### config.mk
export PLATFORM = sky130hd
export DESIGN_NAME = bcd_updown_counter
export DESIGN_NICKNAME = d
export VERILOG_FILES = /design/src/rtl/bcd_updown_counter.sv
export SDC_FILE = /design/constraint.sdc
export NUM_CORES = 1
export LEC_CHECK = 0
export ABC_CLOCK_PERIOD_IN_PS = 2650
export CELL_PAD_IN_SITES_DETAIL_PLACEMENT = 2
export CELL_PAD_IN_SITES_GLOBAL_PLACEMENT = 2
export CORE_MARGIN = 4
export CORE_UTILIZATION = 28
export CTS_BUF_LIST = sky130_fd_sc_hd__clkbuf_4 sky130_fd_sc_hd__clkbuf_8
export DETAILED_ROUTE_END_ITERATION = 6
export GPL_TIMING_DRIVEN = 1
export PLACE_DENSITY_LB_ADDON = 0.12
export SYNTH_ARGS = -nofsm -noshare
export SYNTH_HDL_FRONTEND = slang
export SYNTH_SLANG_ARGS = --single-unit
### constraint.sdc
create_clock -name Clock -period 2.65 [get_ports Clock]
set_input_delay 0.6625 -clock Clock [delete_from_list [all_inputs] [get_ports Clock]]
set_output_delay 0.6625 -clock Clock [all_outputs]
set_load 0.05 [all_outputs]
### src/rtl/bcd_updown_counter.sv
// Cascadable BCD up/down counter with parallel load.
// It supports wrap or saturate at the limit, and registered overflow and load-error pulses.
module bcd_updown_counter #(
    parameter int DIGITS      = 3,
    parameter int SAT_DEFAULT = 0
) (
    input  logic                  Clock,
    input  logic                  nReset,
    input  logic                  Enable,
    input  logic                  Up,
    input  logic                  Load,
    input  logic [4*DIGITS-1:0]   LoadValue,
    input  logic                  SatMode,
    output logic [4*DIGITS-1:0]   Count,
    output logic                  Tc,
    output logic                  Ovf,
    output logic                  LoadErr,
    output logic                  Zero
);

    localparam int W = 4 * DIGITS;

    // Reject illegal parameterisations at elaboration time.
    if (DIGITS < 1 || DIGITS > 8 || SAT_DEFAULT < 0 || SAT_DEFAULT > 1) begin : g_param_check
        $error("bcd_updown_counter: illegal DIGITS or SAT_DEFAULT");
    end

    logic [W-1:0] count_q;
    logic [W-1:0] count_step;
    logic [W-1:0] load_clean;
    logic         load_bad;
    logic         all9;
    logic         all0;
    logic         limit;
    logic         ovf_q;
    logic         lerr_q;

    always_comb begin
        all9 = 1'b1;
        all0 = 1'b1;
        for (int i = 0; i < DIGITS; i++) begin
            all9 = all9 & (count_q[4*i +: 4] == 4'd9);
            all0 = all0 & (count_q[4*i +: 4] == 4'd0);
        end
    end

    // Carry/borrow look-through: a digit moves only when every lower digit is at its edge value.
    always_comb begin
        logic run;
        run        = 1'b1;
        count_step = count_q;
        for (int i = 0; i < DIGITS; i++) begin
            if (run) begin
                if (Up) begin
                    count_step[4*i +: 4] = (count_q[4*i +: 4] == 4'd9) ?
                        4'd0 : count_q[4*i +: 4] + 4'd1;
                end else begin
                    count_step[4*i +: 4] = (count_q[4*i +: 4] == 4'd0) ?
                        4'd9 : count_q[4*i +: 4] - 4'd1;
                end
            end
            run = run & (Up ? (count_q[4*i +: 4] == 4'd9) :
                              (count_q[4*i +: 4] == 4'd0));
        end
    end

    always_comb begin
        load_clean = LoadValue;
        load_bad   = 1'b0;
        for (int i = 0; i < DIGITS; i++) begin
            if (LoadValue[4*i +: 4] > 4'd9) begin
                load_clean[4*i +: 4] = 4'd9;
                load_bad             = 1'b1;
            end
        end
    end

    assign limit = Up ? all9 : all0;

    always_ff @(posedge Clock) begin
        if (!nReset) begin
            count_q <= '0;
            ovf_q   <= 1'b0;
            lerr_q  <= 1'b0;
        end else if (Load) begin
            count_q <= load_clean;
            ovf_q   <= 1'b0;
            lerr_q  <= load_bad;
        end else if (Enable) begin
            if (!(limit && SatMode)) begin
                count_q <= count_step;
            end
            ovf_q  <= limit;
            lerr_q <= 1'b0;
        end else begin
            ovf_q  <= 1'b0;
            lerr_q <= 1'b0;
        end
    end

    assign Count   = count_q;
    assign Ovf     = ovf_q;
    assign LoadErr = lerr_q;
    assign Tc      = Enable & limit;
    assign Zero    = all0;

endmodule

==> results.txt, run 1 <==
----------------------------------------------------
[Status]
  Run status ... complete, no violations

[Logic synthesis]
  Main combinational cell family by area after synthesis ... simple AND/OR/NAND/NOR gates
  Synthesized netlist net count ... 182
  Flip-flop and latch count after synthesis ... 14
  Proportion of synthesized flip-flops having asynchronous set or reset ... 0%
  Area fraction in and, or, nand and nor cells after synthesis ... 30.9%
  Adder and majority cell fraction of the synthesized area ... 0%
  Cell types occupying the most area after synthesis ... sky130_fd_sc_hd__dfxtp_1, sky130_fd_sc_hd__o21ai_0, sky130_fd_sc_hd__nand2_1
  Most frequent cells after synthesis ... sky130_fd_sc_hd__nand2_1, sky130_fd_sc_hd__dfxtp_1, sky130_fd_sc_hd__o21ai_0
  Cell area after synthesis ... 1250 um^2
  Most common cell in the synthesized netlist ... sky130_fd_sc_hd__nand2_1
  Synth Area in Compound Gates ... 27.1%
  Register area share after synthesis ... 22.4%
  Post-synth EDFFs ... 0
  Instance count of the mapped netlist ... 164
  Post-synth top area cell ... sky130_fd_sc_hd__dfxtp_1
  Ys flop type ... sky130_fd_sc_hd__dfxtp_1
  Count of warnings emitted by yosys ... 0
  Mux contribution to synthesized area ... 4.10%
  Library cells used by synthesis ... 60
  XOR/XNOR share of the synthesized area ... 4.90%
  Area share of the largest cell type after synthesis ... 22.4%
  Avg Cell Area, Syn ... 7.62 um^2

[Setup path]
  Launching element type of the critical path ... register
  Critical path required time ... 1990 ps
  Critical path capture point type ... output pin
  Data arrival time of the critical path ... 1890 ps
  Crit-path max FO ... 12
  Worst Setup Path Type ... register to output pin

[Route]
  Iteration-0 DRC Markers ... 53
  Routed wire length per instance ... 18.5 um
  Pre-Repair DR Iteration Count ... 4
  Detailed-route DRC error count ... 0
  Routed vias ... 1,413
  Via density per instance ... 5.48
  Detailed-route wire length ... 4780 um
  Antenna Violating Nets Remaining ... 0

[Power and ir drop]
  Internal power ... 0.490 mW
  Share of total power in the clock network ... 28.1%
  Standby leakage power ... 0.686 nW
  Combinational cell fraction of total power ... 40.1%
  Fraction of power consumed by sequential logic ... 31.8%
  Total power per unit cell area ... 434 nW/um^2
  Switching power of the nets ... 0.287 mW
  Net switching share of the total power ... 36.9%
  Worst-case vdd ir drop ... 230 uV

[CTS]
  # hold bufs at CTS ... 0
  Clk sink count ... 14
  Inserted Clock Buffers ... 3
  Number of H-tree branching levels ... 1
  Root buffer cell ... sky130_fd_sc_hd__clkbuf_8
  Clock tree from TritonCTS ... built
  Maximum count of clock buffers along a single path ... 2
  Skew-Pair Late Insertion Delay ... 250 ps
  Clock transition at the registers of the reported paths ... 70 ps

[Floorplanning]
  Overall die height ... 74.8 um
  Width of the die ... 74.8 um
  Core Footprint ... 4320 um^2
  Initial Utilization ... 28.9%
  Total die area ... 5600 um^2
  Site row count ... 24
  Top Ports ... 34

[Placed design]
  RD Place Congestion ... 0.855
  IO Port Bufs ... 33
  Dpl hpwl ... 3820 um

[Global routing]
  Largest net degree at the start of global routing ... 15
  Antenna violations before repair ... 0
  First-pass GRT wire length ... 7730 um
  Aggregate global-route resource usage ... 18.0%
  Number of global-route vias before repair ... 1,540
  GRT Residual Overflow ... 0

[Run]
  Number of maximum-capacitance violations ... 0

[STA]
  Slew @ Worst Pin ... 511 ps
  Shortest period the worst path allows ... 2560 ps
  Highest clock frequency the design can meet ... 391 MHz
  Share of the cycle needed by the critical path after routing ... 96.5%
  Hold Worst Slack ... 658 ps
  Final setup violating endpoints ... 0
  Setup clock skew after layout ... 4.29 ps
  Relative slew slack ... 65.7%
  Total negative slack for setup checks ... 0 ps
  Number of failing hold endpoints at the final stage ... 0
  RSZ-0062 raised after global routing ... no
  Pins over their slew limit ... 0

[Layout]
  Area occupied by multi-input gates ... 852 um^2
  Layout overhead on the synthesized area ... 43.2%
  Total inserted antenna cells ... 0
  Share of post-route cells with drive strength above 1 ... 20.9%
  Final net count ... 225
  Area of all sequential standard cells ... 280 um^2
  Number of filler instances in the final layout ... 497

[Min path]
  Worst min-delay path class ... register to register

----------------------------------------------------
==> flip-flops by register name (all words and copies together), names as in the netlist <==
signal and cells:
Ovf 1, LoadErr 1, Count 12
==> placed cells by master, fill, tap and decap left out, types with 3 or more instances in the layout <==
| cell type | Yosys | final |
|---|---|---|
| sky130_fd_sc_hd__a21oi_1 | 4 | 4 |
| sky130_fd_sc_hd__a31oi_1 | 5 | 5 |
| sky130_fd_sc_hd__buf_12 | 0 | 3 |
| sky130_fd_sc_hd__buf_4 | 1 | 20 |
| sky130_fd_sc_hd__clkbuf_8 | 1 | 4 |
| sky130_fd_sc_hd__clkdlybuf4s50_1 | 0 | 30 |
| sky130_fd_sc_hd__dfxtp_1 | 14 | 14 |
| sky130_fd_sc_hd__inv_1 | 4 | 4 |
| sky130_fd_sc_hd__mux2i_1 | 4 | 4 |
| sky130_fd_sc_hd__nand2_1 | 17 | 17 |
| sky130_fd_sc_hd__nand3_1 | 5 | 5 |
| sky130_fd_sc_hd__nand3b_1 | 5 | 5 |
| sky130_fd_sc_hd__nor2_1 | 8 | 8 |
| sky130_fd_sc_hd__nor2b_1 | 3 | 3 |
| sky130_fd_sc_hd__nor3_1 | 5 | 5 |
| sky130_fd_sc_hd__nor4_1 | 3 | 3 |
| sky130_fd_sc_hd__o21ai_0 | 14 | 13 |
| sky130_fd_sc_hd__o21ai_1 | 3 | 3 |
| sky130_fd_sc_hd__xor2_1 | 5 | 5 |
==> kinds of logic (layout without fill, tap and decap cells) <==
| group | Yosys count | after routing |
|---|---|---|
| buffers and inverters | 21 | 63 |
| XOR/XNOR | 7 | 7 |
| flip-flops | 14 | 14 |
| AO/OA/AOI/OAI | 49 | 49 |
| AND/OR/NAND/NOR | 68 | 68 |
| multiplexers | 5 | 5 |
==> per-stage QoR <==
stage,worst slack [ps],std cells,cell area [um^2],total power [mW],utilization (%)
floorplan,1.00,164,1250,0.438,-
finish,93.9,258,1790,0.778,41.4
detailed placement,-227,252,1710,0.561,39.6
CTS,97.8,258,1790,0.785,41.4
global route,24.0,258,1790,0.822,41.4
global placement,-163,252,1710,0.549,39.6
==> final cells by class <==
class / count / share of cell area, %
clock buffers: 4 / 3.07
inverters: 5 / 1.05
multi-input cells: 129 / 47.6
flip-flops and latches: 14 / 15.7
well taps: 52 / 3.63
repair buffers: 54 / 29.0
==> worst paths after layout <==
path / startpoint / endpoint / slack [ps] / depth (start not counted)
min: Count[3] / Count[3] / 660 / 3
min reg2reg: Count[3] / Count[3] / 660 / 3
max: Count[0] / Tc / 90 / 5
max reg2reg: Count[0] / Count[8] / 440 / 7
==> power groups by stage <==
stage / logic (mW) / registers [mW] / clock network, mW
detailed placement: 0.309 / 0.252 / 0
floorplan: 0.154 / 0.285 / 0
global placement: 0.298 / 0.251 / 0
CTS: 0.313 / 0.247 / 0.225
global route: 0.335 / 0.250 / 0.236
finish: 0.312 / 0.247 / 0.219
==> worst max-delay path, stage by stage (launching register included) <==
cell,delay [ps]
sky130_fd_sc_hd__dfxtp_1,610
sky130_fd_sc_hd__nand3_1,160
sky130_fd_sc_hd__or4_4,450
sky130_fd_sc_hd__o21ai_2,70
sky130_fd_sc_hd__and3_4,210
sky130_fd_sc_hd__buf_12,130
==> metal layers <==
layer  share of wire, %  track usage, %
met1                 45            22.9
met2                 51            31.9
met3                2.8            2.40
met4                1.5            4.94
met5                  0               0
==> what timing repair did <==
item                       4_1_cts  5_1_grt
setup endpoints to repair        1        0
hold endpoints to repair         0        0
resized for setup                4        0
setup buffers                    2        0
Power figures use the tool's default switching activity.
==> run 2, diff against run 1 <==
--- a/config.mk
+++ b/config.mk
@@ -13,7 +13,7 @@
 export CTS_BUF_LIST = sky130_fd_sc_hd__clkbuf_4 sky130_fd_sc_hd__clkbuf_8
 export DETAILED_ROUTE_END_ITERATION = 6
 export GPL_TIMING_DRIVEN = 1
-export PLACE_DENSITY_LB_ADDON = 0.12
+export PLACE_DENSITY_LB_ADDON = 0.15
 export SYNTH_ARGS = -nofsm -noshare
 export SYNTH_HDL_FRONTEND = slang
 export SYNTH_SLANG_ARGS = --single-unit
==> results.txt, run 2 (synthesis results as in run 1) <==
----------------------------------------------------
[Status]
  Run status ... complete, no violations

[Route]
  Antenna Violating Nets Remaining ... 0 (unchanged)
  Routed vias ... 1,422 (+0.64%)
  Via density per instance ... 5.58 (+1.8%)
  Iteration-0 DRC Markers ... 47 (-11%)
  Detailed-route DRC error count ... 0 (unchanged)
  Pre-Repair DR Iteration Count ... 4 (unchanged)
  Detailed-route wire length ... 5090 um (+6.5%)
  Routed wire length per instance ... 20.0 um (+7.7%)

[Floorplanning]
  Total die area ... 5600 um^2 (unchanged)
  Core Footprint ... 4320 um^2 (unchanged)
  Site row count ... 24 (unchanged)
  Overall die height ... 74.8 um (unchanged)
  Top Ports ... 34 (unchanged)
  Width of the die ... 74.8 um (unchanged)
  Initial Utilization ... 28.9% (unchanged)

[STA]
  Relative slew slack ... 64.7% (-0.99 points)
  Shortest period the worst path allows ... 2540 ps (-12.1 ps)
  Slew @ Worst Pin ... 526 ps (+14.8 ps)
  Least setup slack across all paths after layout ... 106 ps (+12.1 ps)
  Final setup violating endpoints ... 0 (unchanged)
  RSZ-0062 raised after global routing ... no
  Total negative slack for setup checks ... 0 ps (unchanged)
  Pins over their slew limit ... 0 (unchanged)
  Setup clock skew after layout ... 0.981 ps (-3.31 ps)
  Number of failing hold endpoints at the final stage ... 0 (unchanged)
  Share of the cycle needed by the critical path after routing ... 96.0% (-0.46 points)
  Highest clock frequency the design can meet ... 393 MHz (+0.47%)
  Hold Worst Slack ... 670 ps (+11.6 ps)

[Power and ir drop]
  Total power per unit cell area ... 438 nW/um^2 (+0.92%)
  Internal power ... 0.488 mW (-0.51%)
  Power consumption ... 0.776 mW (-0.21%)
  Fraction of power consumed by sequential logic ... 31.8% (about the same)
  Net switching share of the total power ... 37.1% (+0.19 points)
  Standby leakage power ... 0.672 nW (-2.0%)
  Combinational cell fraction of total power ... 40.3% (+0.2 points)
  Switching power of the nets ... 0.288 mW (+0.30%)
  Share of total power in the clock network ... 27.9% (-0.2 points)
  Worst-case vdd ir drop ... 186 uV (-19%)

[Setup path]
  Maximum single-stage delay on the critical path ... 490 ps (-120 ps)
  Total buffers and inverters traversed by the critical path ... 2 (+1)
  Crit-path max FO ... 2 (-10)
  Worst Setup Path Type ... input pin to output pin
  Cell family with most CP delay ... simple AND/OR/NAND/NOR gates
  Critical path required time ... 1990 ps (about the same)
  Launching element type of the critical path ... input pin
  Cells along the critical path ... dlygate4sd2_1 -> nand2_2 -> or4_4 -> o21ai_2 -> and3_4 -> buf_12
  CP max stage cell ... sky130_fd_sc_hd__or4_4
  Data arrival time of the critical path ... 1880 ps (about the same)
  Critical path capture point type ... output pin

[CTS]
  Number of H-tree branching levels ... 1 (unchanged)
  Clk sink count ... 14 (unchanged)
  Inserted Clock Buffers ... 3 (unchanged)
  # hold bufs at CTS ... 0 (unchanged)
  Skew-Pair Late Insertion Delay ... 250 ps (about the same)
  Clock tree from TritonCTS ... built
  Number of setup buffers added after CTS ... 0 (-2)
  Post-cts repair resize count ... 5 (+1)
  Clock transition at the registers of the reported paths ... 60 ps (about the same)
  Maximum count of clock buffers along a single path ... 2 (unchanged)
  Root buffer cell ... sky130_fd_sc_hd__clkbuf_8

[Layout]
  Number of flip-flops in the largest register ... 12 (unchanged)
  Total inserted antenna cells ... 0 (unchanged)
  Leading cell types in the layout, fill and taps excluded ... sky130_fd_sc_hd__clkdlybuf4s50_1, sky130_fd_sc_hd__buf_4, sky130_fd_sc_hd__nand2_1
  Post-route cell area ... 1770 um^2 (-1.1%)
  Post-layout instance count excluding filler cells ... 255 (-1.2%)
  Most common cell after layout, fill and taps aside ... sky130_fd_sc_hd__clkdlybuf4s50_1
  Number of filler instances in the final layout ... 508 (+2.2%)
  Final net count ... 222 (-1.3%)
  Layout overhead on the synthesized area ... 41.6%
  Share of post-route cells with drive strength above 1 ... 20.2% (-0.68 points)
  Final core utilization ... 40.9% (-0.46 points)

[Global routing]
  Aggregate global-route resource usage ... 19.5% (+1.5 points)
  Largest net degree at the start of global routing ... 15 (unchanged)
  GRT Residual Overflow ... 0 (unchanged)
  Antenna violations before repair ... 0 (unchanged)
  First-pass GRT wire length ... 8210 um (+6.2%)
  Number of global-route vias before repair ... 1,651 (+7.2%)

[Placed design]
  Pre-CTS setup slack ... -243 ps (-16.4 ps)
  IO Port Bufs ... 33 (unchanged)
  RD Place Congestion ... 0.853 (-0.32%)
  Total placed instance area ... 1710 um^2 (-0.44%)
  Cell count after placement ... 251 (-0.40%)
  Dpl hpwl ... 4090 um (+7.0%)

[Run]
  Number of maximum-capacitance violations ... 0 (unchanged)

[Min path]
  Worst min-delay path class ... register to register

----------------------------------------------------
run 2: power groups by stage:
stage	clock [mW]	sequential (mW)	combinational, mW
finish	0.217	0.247	0.312
global route	0.236	0.249	0.337
CTS	0.228	0.247	0.315
detailed placement	0	0.252	0.312
global placement	0	0.250	0.296
floorplan	0	0.285	0.154
run 2: path summary, 6_finish.rpt:
kind,from,cells after the start,end,slack [ps]
hold / removal,Count[3],3,Count[3],670
setup / recovery,Up,6,Tc,110
hold reg to reg,Count[3],3,Count[3],670
setup reg to reg,Count[0],6,Count[9],420
run 2: worst min-delay path, stage by stage (launching register included):
cell                      delay (ps)
sky130_fd_sc_hd__dfxtp_1         320
sky130_fd_sc_hd__buf_4           170
sky130_fd_sc_hd__nand2_1          60
sky130_fd_sc_hd__a31oi_1          70
run 2: cell type report:
cell class | count | area, um^2 | share of cell area (%)
Inverter | 5 | 18.8 | 1.06
Clock buffer | 4 | 55.1 | 3.11
Sequential cell | 14 | 280 | 15.8
Multi-Input combinational cell | 129 | 855 | 48.3
Tap cell | 52 | 65.1 | 3.67
Timing Repair Buffer | 51 | 497 | 28.1
run 2: layer usage:
| metal | share of wire, % | up-vias | track usage (%) | wire length, um |
|---|---|---|---|---|
| li1 | - | 678 | - | - |
| met1 | 41 | 701 | 22.3 | 2070 |
| met2 | 54 | 29 | 36.0 | 2750 |
| met3 | 2.7 | 14 | 3.07 | 137 |
| met4 | 2.7 | 0 | 7.91 | 135 |
| met5 | 0 | - | 0 | 0 |
